<file path="src/rtl/layer_train_ctrl_pkg.sv">
// Shared types for the layer training sequencer.
// zero2one_t / frac_t mirror the unsigned 0..1 and fractional encodings
// used by the neuron_learn layer (8-bit, MSB weight 0.5).
package layer_train_ctrl_pkg;

  localparam int Z2O_W  = 8;
  localparam int FRAC_W = 8;

  typedef logic [Z2O_W-1:0]  zero2one_t;
  typedef logic [FRAC_W-1:0] frac_t;

  // Width of the epoch and sample-index counters.
  localparam int TRAIN_CNT_W = 8;

  typedef enum logic [2:0] {
    ST_IDLE,
    ST_WAIT,
    ST_SETTLE,
    ST_LEARN,
    ST_EMIT
  } train_state_t;

  // True when a zero2one_t value is at or above 0.5.
  function automatic logic z2o_upper_half(input zero2one_t v);
    return v[Z2O_W-1];
  endfunction

endpackage

</file>
<file path="src/rtl/layer_mismatch_detect.sv">
// layer_mismatch_detect: flags a sample whose layer output and target fall
// on opposite sides of 0.5 for any neuron (MSB compare, OR-reduced).
module layer_mismatch_detect
  import layer_train_ctrl_pkg::*;
#(
  parameter int N_OUT = 15
) (
  input  zero2one_t [N_OUT-1:0] result,
  input  zero2one_t [N_OUT-1:0] expected,
  output logic                  mismatch
);

  // OR-reduce the per-neuron half-range disagreement.
  always_comb begin
    mismatch = 1'b0;
    for (int j = 0; j < N_OUT; j++) begin
      mismatch = mismatch | (z2o_upper_half(result[j]) ^ z2o_upper_half(expected[j]));
    end
  end

endmodule

</file>
<file path="src/rtl/layer_train_ctrl.sv">
// layer_train_ctrl: drives one fully-connected learning layer through
// training (EPOCHS epochs with a learn strobe per sample) or inference
// (one epoch, no learn) runs, fed by a valid/ready sample stream.
// Optional feature macro: LAYER_TRAIN_CTRL_ERRCNT_EN adds a 16-bit
// saturating err_count of samples whose output and target disagree.
//
// state  | meaning
// IDLE   | waiting for start; counters hold the previous run's final values
// WAIT   | sample_ready high, waiting for sample_valid
// SETTLE | sample presented (layer_valid), counting SETTLE cycles
// LEARN  | single learn strobe, train mode only
// EMIT   | result_valid pulse, counter advance, done on the last sample
module layer_train_ctrl
  import layer_train_ctrl_pkg::*;
#(
  parameter int N_IN      = 16,
  parameter int N_OUT     = 15,
  parameter int SETTLE    = 2,
  parameter int EPOCH_LEN = 8,
  parameter int EPOCHS    = 4
) (
  input  logic                   clock,
  input  logic                   reset,
  input  logic                   start,
  input  logic                   train,
  output logic                   busy,
  output logic                   done,
  input  logic                   sample_valid,
  output logic                   sample_ready,
  input  zero2one_t [N_IN-1:0]   sample_in,
  input  zero2one_t [N_OUT-1:0]  sample_expected,
  output logic                   layer_valid,
  output logic                   layer_learn,
  output zero2one_t [N_IN-1:0]   layer_in,
  output zero2one_t [N_OUT-1:0]  layer_expected_out,
  input  zero2one_t [N_OUT-1:0]  layer_out,
  output logic                   result_valid,
  output zero2one_t [N_OUT-1:0]  result_out,
  output logic [TRAIN_CNT_W-1:0] epoch,
  output logic [TRAIN_CNT_W-1:0] sample_idx
`ifdef LAYER_TRAIN_CTRL_ERRCNT_EN
  ,
  output logic [15:0]            err_count
`endif
);

  localparam logic [3:0]             SETTLE_LAST = 4'(SETTLE - 1);
  localparam logic [TRAIN_CNT_W-1:0] LAST_IDX    = TRAIN_CNT_W'(EPOCH_LEN - 1);
  localparam logic [TRAIN_CNT_W-1:0] LAST_EPOCH  = TRAIN_CNT_W'(EPOCHS - 1);

  train_state_t state;
  train_state_t state_nxt;

  logic       mode;
  logic [3:0] settle_cnt;

  logic start_acc;
  logic sample_acc;
  logic settle_inc;
  logic capture;
  logic advance;
  logic epoch_end;
  logic last_epoch;

  // Last sample of the epoch, and whether the current epoch closes the run.
  assign epoch_end  = (sample_idx == LAST_IDX);
  assign last_epoch = mode ? (epoch == LAST_EPOCH) : (epoch == '0);

  // State register.
  always_ff @(posedge clock) begin
    if (reset) begin
      state <= ST_IDLE;
    end else begin
      state <= state_nxt;
    end
  end

  // Next-state decode plus Moore outputs and datapath strobes.
  always_comb begin
    state_nxt    = state;
    busy         = (state != ST_IDLE);
    done         = 1'b0;
    sample_ready = 1'b0;
    layer_valid  = 1'b0;
    layer_learn  = 1'b0;
    result_valid = 1'b0;
    start_acc    = 1'b0;
    sample_acc   = 1'b0;
    settle_inc   = 1'b0;
    capture      = 1'b0;
    advance      = 1'b0;
    case (state)
      ST_IDLE: begin
        if (start) begin
          start_acc = 1'b1;
          state_nxt = ST_WAIT;
        end
      end
      ST_WAIT: begin
        sample_ready = 1'b1;
        if (sample_valid) begin
          sample_acc = 1'b1;
          state_nxt  = ST_SETTLE;
        end
      end
      ST_SETTLE: begin
        layer_valid = 1'b1;
        if (settle_cnt == SETTLE_LAST) begin
          capture   = 1'b1;
          state_nxt = mode ? ST_LEARN : ST_EMIT;
        end else begin
          settle_inc = 1'b1;
        end
      end
      ST_LEARN: begin
        layer_valid = 1'b1;
        layer_learn = 1'b1;
        state_nxt   = ST_EMIT;
      end
      ST_EMIT: begin
        result_valid = 1'b1;
        if (epoch_end && last_epoch) begin
          // Counters hold so the final position stays visible after done.
          done      = 1'b1;
          state_nxt = ST_IDLE;
        end else begin
          advance   = 1'b1;
          state_nxt = ST_WAIT;
        end
      end
      default: state_nxt = ST_IDLE;
    endcase
  end

  // Run mode and epoch/sample position counters.
  always_ff @(posedge clock) begin
    if (reset) begin
      mode       <= 1'b0;
      epoch      <= '0;
      sample_idx <= '0;
    end else if (start_acc) begin
      mode       <= train;
      epoch      <= '0;
      sample_idx <= '0;
    end else if (advance) begin
      if (epoch_end) begin
        sample_idx <= '0;
        epoch      <= epoch + 1'b1;
      end else begin
        sample_idx <= sample_idx + 1'b1;
      end
    end
  end

  // Settle timer, restarted for every accepted sample.
  always_ff @(posedge clock) begin
    if (reset) begin
      settle_cnt <= '0;
    end else if (sample_acc) begin
      settle_cnt <= '0;
    end else if (settle_inc) begin
      settle_cnt <= settle_cnt + 4'd1;
    end
  end

  // Sample registers: held stable from acceptance until the next sample.
  always_ff @(posedge clock) begin
    if (reset) begin
      layer_in           <= '0;
      layer_expected_out <= '0;
    end else if (sample_acc) begin
      layer_in           <= sample_in;
      layer_expected_out <= sample_expected;
    end
  end

  // Layer result captured on the edge that leaves SETTLE.
  always_ff @(posedge clock) begin
    if (reset) begin
      result_out <= '0;
    end else if (capture) begin
      result_out <= layer_out;
    end
  end

`ifdef LAYER_TRAIN_CTRL_ERRCNT_EN
  logic mismatch;

  layer_mismatch_detect #(
    .N_OUT(N_OUT)
  ) u_mismatch (
    .result  (result_out),
    .expected(layer_expected_out),
    .mismatch(mismatch)
  );

  // Count disagreeing samples once per EMIT, saturating at all-ones.
  always_ff @(posedge clock) begin
    if (reset) begin
      err_count <= '0;
    end else if (start_acc) begin
      err_count <= '0;
    end else if (result_valid && mismatch && (err_count != 16'hFFFF)) begin
      err_count <= err_count + 16'd1;
    end
  end
`endif

endmodule
</file>
<file path="config.mk">
export PLATFORM = sky130hd
export DESIGN_NAME = layer_train_ctrl
export DESIGN_NICKNAME = d
export VERILOG_FILES = /design/src/rtl/layer_train_ctrl_pkg.sv /design/src/rtl/layer_mismatch_detect.sv /design/src/rtl/layer_train_ctrl.sv
export SDC_FILE = /design/constraint.sdc
export NUM_CORES = 1
export LEC_CHECK = 0
export ABC_CLOCK_PERIOD_IN_PS = 2730
export CAP_MARGIN = 30
export CORE_AREA = 5 5 292 294
export CTS_CLUSTER_SIZE = 24
export DETAILED_ROUTE_END_ITERATION = 8
export DIE_AREA = 0 0 297 299
export SYNTH_ARGS = -nofsm -noshare
export SYNTH_HDL_FRONTEND = slang
export SYNTH_SLANG_ARGS = --single-unit
</file>
<file path="constraint.sdc">
create_clock -name clock -period 2.73 [get_ports clock]
set_input_delay 0.819 -clock clock [delete_from_list [all_inputs] [get_ports clock]]
set_output_delay 0.819 -clock clock [all_outputs]
set_load 0.02 [all_outputs]
</file>
==> out/results.ini <==
[floorplanning]
initial_core_util_pct = 16.76
io_pins = 763
die_area_um2 = 88800
num_rows = 106
die-width_um = 297
coreArea_um2 = 82630
die_h_um = 299

[clock_network]
clk_pin_slew_ps = 60
clock-sinks = 392
cts_root_buffer = clkbuf_16
htreeDepth = 2
clock_path_buffers = 3
insertion_delay_ps = 560
cts_buffers = 48
cts_tree = yes
cts_hold_buf = 0

[sta]
postLayoutSetupSlackWorst_ps = -47.85
max_freq_mhz = 360.0
finalCritPeriodShare_pct = 101.8
finalMaxSlewViolations = 0
relSlewSlack_pct = 63.39
setup-violations-final = 1
grt_setup_unrepaired = true
hold_viol_final = 0
worst_pin_slew_ps = 549.1
fin_worst_skew_ps = 13.47
post-route-min-period_ps = 2778
hold_ws_ps = 450.2

[synth]
synthCells = 1752
syn_area_per_cell_um2 = 7.904
synth_nets = 2130
yosysSeqAreaShare_pct = 56.67
synth-seq-cells = 392
ys_types = 42
synth_area_um2 = 13850
yosys_warnings = 0

[critical_path]
cp_max_fo = 2
crit_type = reg2out
cp-end-kind = output pin
cp.arrival_ps = 1960
cp_slowest_stage_delay_ps = 550
start_kind = flip-flop
crit_start = epoch[4]
crit_required_ps = 1910
r2r-start = state[2]
cp_cell_sequence = or4_4 -> nor4_4 -> and3_4 -> buf_6
critical_path.slowest_cell = or4_4

[pwr]
p_leak_nw = 8.455
finalPower_w = 0.01452
p_per_area_nw_per_um2 = 585.9
vdd_drop_max_v = 0.0004230

[status]
violations = negative setup slack
status = complete, but fails checks

[final_layout]
drive_gt1_share_pct = 7.003
area_growth_pct = 78.96
nNetsFinal = 2898
final_util_pct = 29.99

[drt]
finalWirelength_um = 59110
wl_per_cell_um = 16.25
antenna_left = 0
drc = 0
via_per_inst = 3.975
first_pass_iters = 5
vias = 14462
drt-initial-drc-count = 730

[min_path]
min-delay-start = layer_expected_out[33]
hp-class = reg2reg

[global_routing]
busiest_layer = met2
grt_use_met2_pct = 21.40
grt_pass1_vias = 13871
grt_pass1_wl_um = 86510
met1_usage_pct = 13.77
antenna_found_initial = 6
grt_usage_pct = 12.29
overflow = 0
grt_use_met3_pct = 4.642
grt_max_degree = 99

[placement]
port_buffers = 762
gp_congestion = 0.8401
dpl.hpwl_um = 44580

[flow_run]
cap_viol_max_count = 0

-- sequential cells by signal, summed over array words and instances, names as in the netlist --
name / count
epoch: 8
layer_expected_out: 120
layer_in: 128
mode: 1
result_out: 120
sample_idx: 8
settle_cnt: 4
state: 3
-- layer usage --
| layer | routed length, µm | up-vias |
|---|---|---|
| li1 | - | 7232 |
| met1 | 22930 | 6553 |
| met2 | 28630 | 569 |
| met3 | 5559 | 100 |
| met4 | 1939 | 8 |
| met5 | 54 | - |
-- synthesized netlist by cell type (all sizes together) --
cell / instances / area [µm²]
and4bb: 1 / 12.51
nand3: 7 / 35.03
o21ai: 4 / 20.02
and2: 4 / 25.02
o211ai: 1 / 12.51
nor4b: 1 / 8.760
nor2: 9 / 33.78
nand4: 5 / 31.28
a21oi: 381 / 1907
nand4bb: 1 / 11.26
nor4: 2 / 27.53
nor3b: 5 / 48.80
a221oi: 1 / 8.760
o21bai: 1 / 7.510
or4: 7 / 60.06
a2111oi: 1 / 8.760
xor2: 2 / 17.52
nand2: 748 / 2808
and3: 3 / 18.77
ha: 5 / 62.56
or3: 4 / 26.28
or2: 1 / 6.260
dfxtp: 392 / 7848
nor3: 13 / 70.07
nor2b: 2 / 12.51
o31ai: 5 / 37.54
inv: 5 / 18.77
buf: 35 / 182.7
xnor2: 4 / 35.03
clkbuf: 94 / 372.9
a311oi: 2 / 17.52
a31oi: 1 / 6.260
mux2i: 5 / 50.05
-- where the power goes --
part           leakage, nW  total, W  switching (W)  internal, W
Combinational         4.50   0.00202       0.000958      0.00106
Clock                0.783   0.00647        0.00256      0.00391
Sequential            3.18   0.00603       0.000109      0.00593
-- area by class of cell --
cell class / count / area (µm²)
Antenna cell: 2 / 5.005
Clock buffer: 68 / 1388
Clock inverter: 18 / 207.7
Fill cell: 8791 / 57840
Inverter: 5 / 18.77
Multi-Input combinational cell: 1226 / 5459
Sequential cell: 392 / 7849
Tap cell: 1080 / 1351
Timing Repair Buffer: 847 / 8504
-- cell usage in the layout, fill, tap and decap left out, types with 2 or more instances in the layout --
master | Yosys | routed
or4_1 | 5 | 5
mux2i_1 | 5 | 4
bufinv_16 | 0 | 4
diode_2 | 0 | 2
buf_12 | 0 | 19
or4_4 | 2 | 2
a21oi_1 | 381 | 381
clkdlybuf4s50_1 | 0 | 755
and3_1 | 3 | 2
clkinvlp_4 | 0 | 3
xor2_1 | 2 | 2
clkbuf_16 | 0 | 49
nand2_1 | 748 | 747
nor2_1 | 9 | 9
dlygate4sd2_1 | 0 | 4
nor3b_1 | 4 | 4
o31ai_1 | 5 | 5
clkinv_2 | 0 | 9
nor2b_1 | 2 | 2
o21ai_0 | 4 | 4
xnor2_1 | 4 | 4
nor3_1 | 12 | 12
buf_4 | 1 | 66
nand3_1 | 7 | 7
and2_1 | 4 | 3
ha_1 | 5 | 4
clkbuf_8 | 2 | 9
nand4_1 | 5 | 5
inv_1 | 5 | 5
clkbuf_1 | 92 | 10
a311oi_1 | 2 | 2
or3_1 | 3 | 2
dfxtp_1 | 392 | 391
-- final timing paths --
check                                         endpoint  slack, ps  depth (start not counted)
worst max-delay path                              done        -50                          4
worst min-delay path            layer_expected_out[33]        450                          2
worst max register to register                epoch[3]        690                          5
worst min register to register  layer_expected_out[33]        450                          2
-- worst max-delay path, delay by kind of cell (launching register included) --
family | cells | cell delay [ps]
and+or+nand+nor | 3 | 980
DFF | 1 | 310
buffers and inverters | 1 | 110
-- kinds of logic after synthesis --
group | after synthesis | share of synthesized area, %
buf+inv | 134 | 4.147
fa+ha+maj | 5 | 0.4518
xor+xnor | 6 | 0.3795
flops | 392 | 56.67
simple gates | 813 | 23.36
compound gates | 397 | 14.63
mux | 5 | 0.3614
-- metrics by stage --
stage | instance area [µm²] | setup TNS [ps] | setup WS (ps) | instances
after floorplan | 13850 | 0 | 168.6 | 1752
after detailed placement | 23150 | 0 | 27.12 | 3547
after global routing | 24780 | -149.6 | -149.6 | 3638
final | 24780 | -47.85 | -47.85 | 3638
after CTS | 24740 | -143.1 | -143.1 | 3633
after global placement | 23150 | 0 | 1.713 | 3547
-- timing repair --
action | CTS | global route
buffers inserted | 0 | 3
pin swaps | 0 | 4
gates resized for setup | 11 | 5
setup endpoints to repair | 6 | 2
Power figures use the tool's default switching activity.
